==> src/rtl/dlx_pkg.sv <==
// dlx_pkg: shared DLX constants and the DMEM dump engine state type
//   DMEM_BASE   - first byte address of data memory
//   HALT_OPCODE - instruction word whose retirement raises halt
//   dump_state_t - dump engine FSM states
package dlx_pkg;
    localparam logic [31:0] DMEM_BASE   = 32'h0000_2000;
    localparam logic [31:0] HALT_OPCODE = 32'h4400_0300;
    typedef enum logic [2:0] {IDLE, REQ, WAIT, SEND, DONE} dump_state_t;
endpackage

==> src/rtl/dmem_dump_engine.sv <==
// dmem_dump_engine: after halt, streams COUNT DMEM bytes from BASE_ADDR to a ready/valid sink
//   clk, rst_n            - clock, asynchronous active-low reset
//   halt                  - level from the pipeline once the halt trap retires
//   mem_rd, mem_addr      - one-cycle byte read request to DMEM
//   mem_rdata             - DMEM byte, valid the cycle after mem_rd
//   out_data, out_valid   - dumped byte and its valid, held until out_ready
//   out_ready             - sink accepts out_data
//   busy, pipe_stall      - dump in progress / pipeline freeze (identical)
//   done                  - dump complete, sticky until reset
//   checksum              - 16-bit running sum of dumped bytes
module dmem_dump_engine
    import dlx_pkg::*;
#(
    parameter logic [31:0] BASE_ADDR = DMEM_BASE,
    parameter int          COUNT     = 100
) (
    input  logic        clk,
    input  logic        rst_n,
    input  logic        halt,
    output logic        mem_rd,
    output logic [31:0] mem_addr,
    input  logic [7:0]  mem_rdata,
    output logic [7:0]  out_data,
    output logic        out_valid,
    input  logic        out_ready,
    output logic        busy,
    output logic        pipe_stall,
    output logic        done,
    output logic [15:0] checksum
);
    dump_state_t state, state_nxt;
    logic [15:0] index;
    logic        last;

    assign last = index == 16'(COUNT - 1);

    always_ff @(posedge clk or negedge rst_n)
        if (!rst_n) state <= IDLE;
        else        state <= state_nxt;

    // halt is only looked at in IDLE, so re-assertion while busy or done is harmless
    always_comb begin
        state_nxt = state;
        case (state)
            IDLE:    if (halt) state_nxt = COUNT == 0 ? DONE : REQ;
            REQ:     state_nxt = WAIT;
            WAIT:    state_nxt = SEND;
            SEND:    if (out_ready) state_nxt = last ? DONE : REQ;
            default: state_nxt = state;
        endcase
    end

    always_ff @(posedge clk or negedge rst_n)
        if (!rst_n) begin
            index    <= '0;
            checksum <= '0;
            out_data <= '0;
        end else begin
            if (state == IDLE && halt) begin
                index    <= '0;
                checksum <= '0;
            end
            if (state == WAIT) begin
                out_data <= mem_rdata;
                checksum <= checksum + {8'h00, mem_rdata};
            end
            if (state == SEND && out_ready && !last) index <= index + 16'd1;
        end

    always_comb begin
        mem_rd     = state == REQ;
        mem_addr   = mem_rd ? BASE_ADDR + {16'h0000, index} : '0;
        out_valid  = state == SEND;
        busy       = mem_rd || state == WAIT || out_valid;
        pipe_stall = busy;
        done       = state == DONE;
    end
endmodule

==> config.mk <==
export PLATFORM = sky130hd
export DESIGN_NAME = dmem_dump_engine
export DESIGN_NICKNAME = d
export VERILOG_FILES = /design/src/rtl/dlx_pkg.sv /design/src/rtl/dmem_dump_engine.sv
export SDC_FILE = /design/constraint.sdc
export NUM_CORES = 1
export LEC_CHECK = 0
export CAP_MARGIN = 20
export CORE_MARGIN = 10
export CORE_UTILIZATION = 35
export DETAILED_ROUTE_END_ITERATION = 12
export HOLD_SLACK_MARGIN = 0.02
export PLACE_DENSITY = 0.71
export REMOVE_ABC_BUFFERS = 1
export SYNTH_ARGS = -nofsm -noshare
export SYNTH_HDL_FRONTEND = slang
export SYNTH_SLANG_ARGS = --single-unit
==> constraint.sdc <==
create_clock -name clk -period 1.9 [get_ports clk]
set_input_delay 0.19 -clock clk [delete_from_list [all_inputs] [get_ports clk]]
set_output_delay 0.19 -clock clk [all_outputs]
set_load 0.1 [all_outputs]
==> results.txt, run 1 <==
CTS tree - yes
Slew Limit Headroom - 0.624
vias in the first global route - 2,601
Via-to-Cell Ratio - 4.93
worst-path fanout max - 12
Setup Skew - 7.81 ps
diodes inserted - 0
share of cells above drive strength 1 - 0.295
First-pass DRT Iterations - 4
H-tree levels - 2
Buffers & Inverters on Critical Path - 3
status - completed
final setup fails - 0
post-synthesis sequential area ratio - 0.408
asr flop ratio synth - 1.00
Core Region - 7290 sq um
Buffers on Ports - 57
max-cap violations - 0
Routed Antenna Nets - 0
Post-synth EDFFs - 0
I/O pins - 73
GRT Resource Usage Total - 0.127
Pleak - 0.00187 uW
clock root buffer - clkbuf_8
fmax - 545 MHz
Worst EP arrival - 1640 ps
Hold Worst Slack - 342 ps
Worst-path clk slew - 80 ps
Synth Register Bits - 43
CTS Sinks - 43
Initial Utilization - 0.362
setup slack, reg-to-reg - 90 ps
Max stage delay on crit path - 450 ps
setup_tns - 0 ps
drt wl/cell - 14.2 um
Synth Area per Inst - 8.67 sq um
routed vias - 2,461
nets - 422
DRC errors left - 0
largest net degree at the start of global routing - 19
worst vdd ir - 245 uV
Die Area - 11,400 sq um
library cells used by synthesis - 46
Mapped Cells - 304
Critical Path Source Type - flip-flop
crit end category - output port
CP cell instances - inv_1 -> and3_4 -> buf_6 -> and2_1 -> buf_12
WP data required - 1710 ps
RSZ-0062 raised after global routing - true
global-route wire length before repair - 12,200 um
worst min path class - input port to async pin
crit-path leading delay family - buffers and inverters
Tcrit/Tclk final - 0.965
Die X - 107 um
GRT overflow - 0
Worst-Margin Slew - 562 ps
max-slew violations - 0
Ys Warns - 0
Synth Flop Type - dfrtp_1
power density over the cells - 534 nW/um^2
Worst-Skew Late Latency - 300 ps
CTS Buf Count - 5
RD Place Congestion - 0.843
row cnt - 31
Total Wirelength - 7100 um
fin crit period - 1830 ps
Area Overhead vs Synth - 46.8%
DRT iter0 DRCs - 117
clk buf depth - 2
Tot Pwr - 2070 uW
post-DP HPWL - 5500 um
die height - 107 um
Netlist Area Pre-Place - 2640 sq um
Final Hold Viols - 0
Crit-path slowest cell - dfrtp_2
antenna violations before repair - 0
CP Class - flip-flop to output port
[worst register-to-register path, cell delays in order, from the launching register on]
cell and delay, ps:
dfrtp_2 420, buf_4 170, nand4b_4 180, or4_4 520, or3_1 320, a21oi_1 140
[sequential cells by signal, indices dropped and copies added, names as in the netlist]
signal / cells
checksum: 16
out_data: 8
index: 16
state: 3
[synthesized netlist by cell type, drive strengths merged (6+ instances only)]
library cell / number / area, sq um
nor2: 21 / 78.8
nand3: 19 / 95.1
a21oi: 9 / 45.0
and2: 15 / 93.8
nor3: 7 / 35.0
mux2i: 10 / 100
inv: 7 / 26.3
xor2: 6 / 52.6
ha: 10 / 125
buf: 21 / 156
o21ai: 22 / 110
nand2: 59 / 221
dfrtp: 43 / 1080
[metrics by stage]
step            util  instances  setup slack, ps  area (sq um)
5_1_grt        0.531        499            -27.9          3870
3_5_place_dp   0.500        486             -355          3650
2_1_floorplan      -        292            -1360          2510
6_report       0.531        499             66.3          3870
3_3_place_gp   0.500        486             -315          3650
4_1_cts        0.521        496             5.85          3800
[cells in the final DEF, fill, tap and decap left out, types with 4 or more instances in the layout]
cell type,netlist,layout
and2_1,15,13
dfrtp_1,43,40
inv_1,7,7
nand3_1,19,19
nor2_1,21,21
and3_1,5,4
clkbuf_8,0,6
ha_1,10,8
nand2_1,59,57
buf_4,18,65
clkdlybuf4s50_1,0,10
conb_1,1,15
or3_1,4,4
mux2i_1,10,10
buf_12,0,22
o21ai_0,22,21
a21oi_1,9,8
xor2_1,6,6
nor3_1,7,7
[metal layers]
layer	global-route usage	wire length [um]
met1	0.144	2900
met2	0.215	3540
met3	0.0545	608
met4	0.0329	51
met5	0	0
[final cells by class]
cell class,instances,area [sq um]
Inverter,7,26.3
Clock buffer,6,82.6
Multi-Input combinational cell,242,1470
Fill cell,666,3420
Sequential cell,43,1080
Clock inverter,2,35.0
Timing Repair Buffer,100,1050
Tap cell,99,124
[final timing paths]
kind                              start           end  cells past startpoint
setup / recovery               state[1]   mem_addr[9]                      5
hold / removal                    rst_n   out_data[5]                      2
setup reg to reg               state[2]      index[7]                      5
hold reg to reg            checksum[15]  checksum[15]                      1
max in group asynchronous         rst_n      index[3]                      3
min in group clk           mem_rdata[2]   out_data[2]                      3
[cells by family after synthesis]
group / Yosys count / synth area share
compound gates: 49 / 0.113
xor+xnor: 6 / 0.0199
fa+ha+maj: 11 / 0.0551
buf+inv: 33 / 0.0764
flops: 43 / 0.408
mux: 10 / 0.0380
other cells: 1 / 0.00142
simple gates: 151 / 0.288
[repair_timing]
action,in CTS,in global routing
setup endpoints to repair,22,29
buffers inserted,1,3
hold buffers,1,0
gates resized for setup,6,14
hold endpoints to repair,16,0
pin swaps,0,5
[power by group]
group | internal, uW | leakage, uW | switching (uW)
registers | 923 | 0.000533 | 11.9
clock network | 426 | 0.0000612 | 333
logic | 93.4 | 0.00128 | 278
total | 1440 | 0.00187 | 623
Power figures use the tool's default switching activity.
==> run 2: changes to the inputs <==
--- a/config.mk
+++ b/config.mk
@@ -7,10 +7,12 @@
 export LEC_CHECK = 0
 export CAP_MARGIN = 20
 export CORE_MARGIN = 10
-export CORE_UTILIZATION = 35
+export CORE_UTILIZATION = 25
+export CTS_BUF_LIST = sky130_fd_sc_hd__clkbuf_4 sky130_fd_sc_hd__clkbuf_8 sky130_fd_sc_hd__clkbuf_16
 export DETAILED_ROUTE_END_ITERATION = 12
 export HOLD_SLACK_MARGIN = 0.02
-export PLACE_DENSITY = 0.71
+export PLACE_DENSITY = 0.56
+export RECOVER_POWER = 25
 export REMOVE_ABC_BUFFERS = 1
 export SYNTH_ARGS = -nofsm -noshare
 export SYNTH_HDL_FRONTEND = slang
==> results.txt, run 2 (synthesis gave the netlist of run 1 again) <==
status - completed
worst-path fanout max - 18 (+6)
cell with the most instances on the worst path - buf_12
global-route wire length before repair - 12,200 um (+0.28%)
DRC errors left - 0 (unchanged)
min-delay src - mem_rdata[0]
Initial Utilization - 0.257 (-0.105)
worst vdd ir - 277 uV (+13%)
Critical Path Source Type - flip-flop
Via-to-Cell Ratio - 4.45 (-9.8%)
P_sw - 621 uW (-0.30%)
top flop regs - checksum (16), index (16), out_data (8)
Die X - 123 um (+15%)
Final Hold Viols - 0 (unchanged)
row cnt - 37 (+19%)
Worst-Skew Late Latency - 300 ps (about the same)
combinational share of power - 0.182 (+0.002)
power density over the cells - 522 nW/um^2 (-2.1%)
CTS Sinks - 43 (unchanged)
Buffers & Inverters on Critical Path - 2 (-1)
Hold EP - out_data[0]
DRT iter0 DRCs - 74 (-37%)
First-pass DRT Iterations - 4 (unchanged)
Routed Antenna Nets - 0 (unchanged)
die height - 123 um (+15%)
setup_tns - 0 ps (unchanged)
Buffers on Ports - 57 (unchanged)
final setup fails - 0 (unchanged)
max-cap violations - 0 (unchanged)
worst-case reg-to-reg path depth - 7 (+2)
area taken by multi-input logic gates - 1470 sq um (about the same)
clock root buffer - clkbuf_8
nets - 424 (+0.47%)
vias in the first global route - 2,486 (-4.4%)
CP Class - flip-flop to output port
hold depth - 3
RR Startpoint - checksum[1]
RD Place Congestion - 0.824 (-2.2%)
Final Instance Area - 3960 sq um (+2.2%)
Die Area - 15,100 sq um (+32%)
commonest cells after routing, fill and taps aside - buf_4 (66), nand2_1 (58), dfrtp_1 (40), buf_12 (24)
Fillers - 1,067 (+60%)
Core Region - 10,300 sq um (+41%)
Max stage delay on crit path - 490 ps (+40 ps)
RR Endpoint - checksum[15]
crit-path leading delay family - simple AND/OR/NAND/NOR gates
Pleak - 0.00189 uW (+0.93%)
worst min path class - input port to flip-flop
Tot Pwr - 2070 uW (about the same)
clk buf depth - 2 (unchanged)
CP cell instances - and3_4 -> buf_12 -> and4_2 -> buf_12
Setup Skew - 12.3 ps (+4.54 ps)
setup slack, reg-to-reg - 90 ps (about the same)
antenna violations before repair - 0 (unchanged)
H-tree levels - 2 (unchanged)
FF/Latch Area - 1080 sq um (unchanged)
RSZ-0062 raised after global routing - true
commonest non-fill, non-tap cell in the layout - buf_4
largest net degree at the start of global routing - 24 (+5)
Area Overhead vs Synth - 50.1%
WP data required - 1710 ps (about the same)
diodes inserted - 0 (unchanged)
Slew Limit Headroom - 0.141 (-0.483)
Crit-path slowest cell - dfrtp_2
CTS Buf Count - 5 (unchanged)
crit end category - output port
Total Wirelength - 7460 um (+5.0%)
Worst-Margin Slew - 1290 ps (+727 ps)
Worst-path clk slew - 90 ps (about the same)
Tcrit/Tclk final - 0.956 (-0.00951)
I/O pins - 73 (unchanged)
max-slew violations - 0 (unchanged)
GRT overflow - 0 (unchanged)
fin crit period - 1820 ps (-18.1 ps)
Sw Share - 0.301 (-0.000978)
clock share of power - 0.366 (-0.002)
Hold Worst Slack - 148 ps (-194 ps)
CTS tree - yes
GRT Resource Usage Total - 0.0986 (-0.0284)
fmax - 551 MHz (+0.99%)
share of cells above drive strength 1 - 0.301 (+0.00600)
Cell Area, Placed - 3750 sq um (+2.7%)
internal power - 1450 uW (+0.16%)
Reg power frac - 0.452 (about the same)
routed vias - 2,394 (-2.7%)
Worst EP arrival - 1630 ps (about the same)
drt wl/cell - 13.9 um (-2.6%)
post-DP HPWL - 5790 um (+5.3%)
run 2: cell count changes in the layout (fill, tap and decap cells not counted), sizes merged:
cell,delta
clkbuf,+1
dlymetal6s2s,+1
clkdlybuf4s50,-1
buf,+1
run 2: what timing repair did:
| item | in CTS | in global routing |
|---|---|---|
| endpoints found under the hold margin | 20 | 0 |
| hold buffers | 1 | 0 |
| setup buffers | 2 | 1 |
| endpoints found under the setup margin | 17 | 14 |
| pin swaps | 2 | 4 |
| resized for setup | 10 | 10 |
| gates cloned | 0 | 0 |
run 2: cell type report:
class | instances | share of cell area
Inverter | 7 | 0.00664
Clock buffer | 6 | 0.0209
Multi-Input combinational cell | 242 | 0.372
Timing Repair Buffer | 102 | 0.276
Clock inverter | 2 | 0.00886
Tap cell | 136 | 0.0430
Sequential cell | 43 | 0.273
run 2: per-stage QoR:
| step | utilization | setup slack (ps) | std cells |
|---|---|---|---|
| global placement | 0.365 | -335 | 526 |
| floorplan | - | -1360 | 292 |
| CTS | 0.381 | 4.56 | 537 |
| global route | 0.385 | -24.7 | 538 |
| detailed placement | 0.365 | -405 | 526 |
| finish | 0.385 | 84.3 | 538 |
run 2: routing by layer:
layer | GRT usage | vias up | part of all wire | routed length, um
met1 | 0.117 | 1121 | 0.43 | 3200
met2 | 0.170 | 57 | 0.48 | 3620
met5 | 0 | - | 0 | 0
met3 | 0.0331 | 4 | 0.081 | 603
met4 | 0.0177 | 0 | 0.0056 | 42
li1 | - | 1212 | - | -
run 2: worst register-to-register path, stage by stage (launching register included):
cell and delay (ps):
dfrtp_1 410, ha_1 310, a211oi_2 230, buf_4 150, nor2_1 60, o211a_1 270
nand3_1 120, mux2i_1 190
run 2: worst max-delay path by stage:
stage	startpoint	endpoint	slack, ps	cells after the start
6_report	state[0]	mem_addr[16]	80	4
5_1_grt	checksum[1]	checksum[15]	-20	7
4_1_cts	checksum[1]	checksum[11]	5	7
3_5_place_dp	mem_rdata[0]	checksum[14]	-410	9
3_3_place_gp	mem_rdata[0]	checksum[8]	-340	9
2_1_floorplan	state[0]	busy	-1360	2
run 2: power groups by stage:
stage / registers (uW) / logic [uW] / clock network, uW
after global routing: 935 / 402 / 822
final: 934 / 375 / 757
after floorplan: 994 / 215 / 0
after detailed placement: 954 / 363 / 0
after CTS: 933 / 375 / 779
after global placement: 953 / 360 / 0
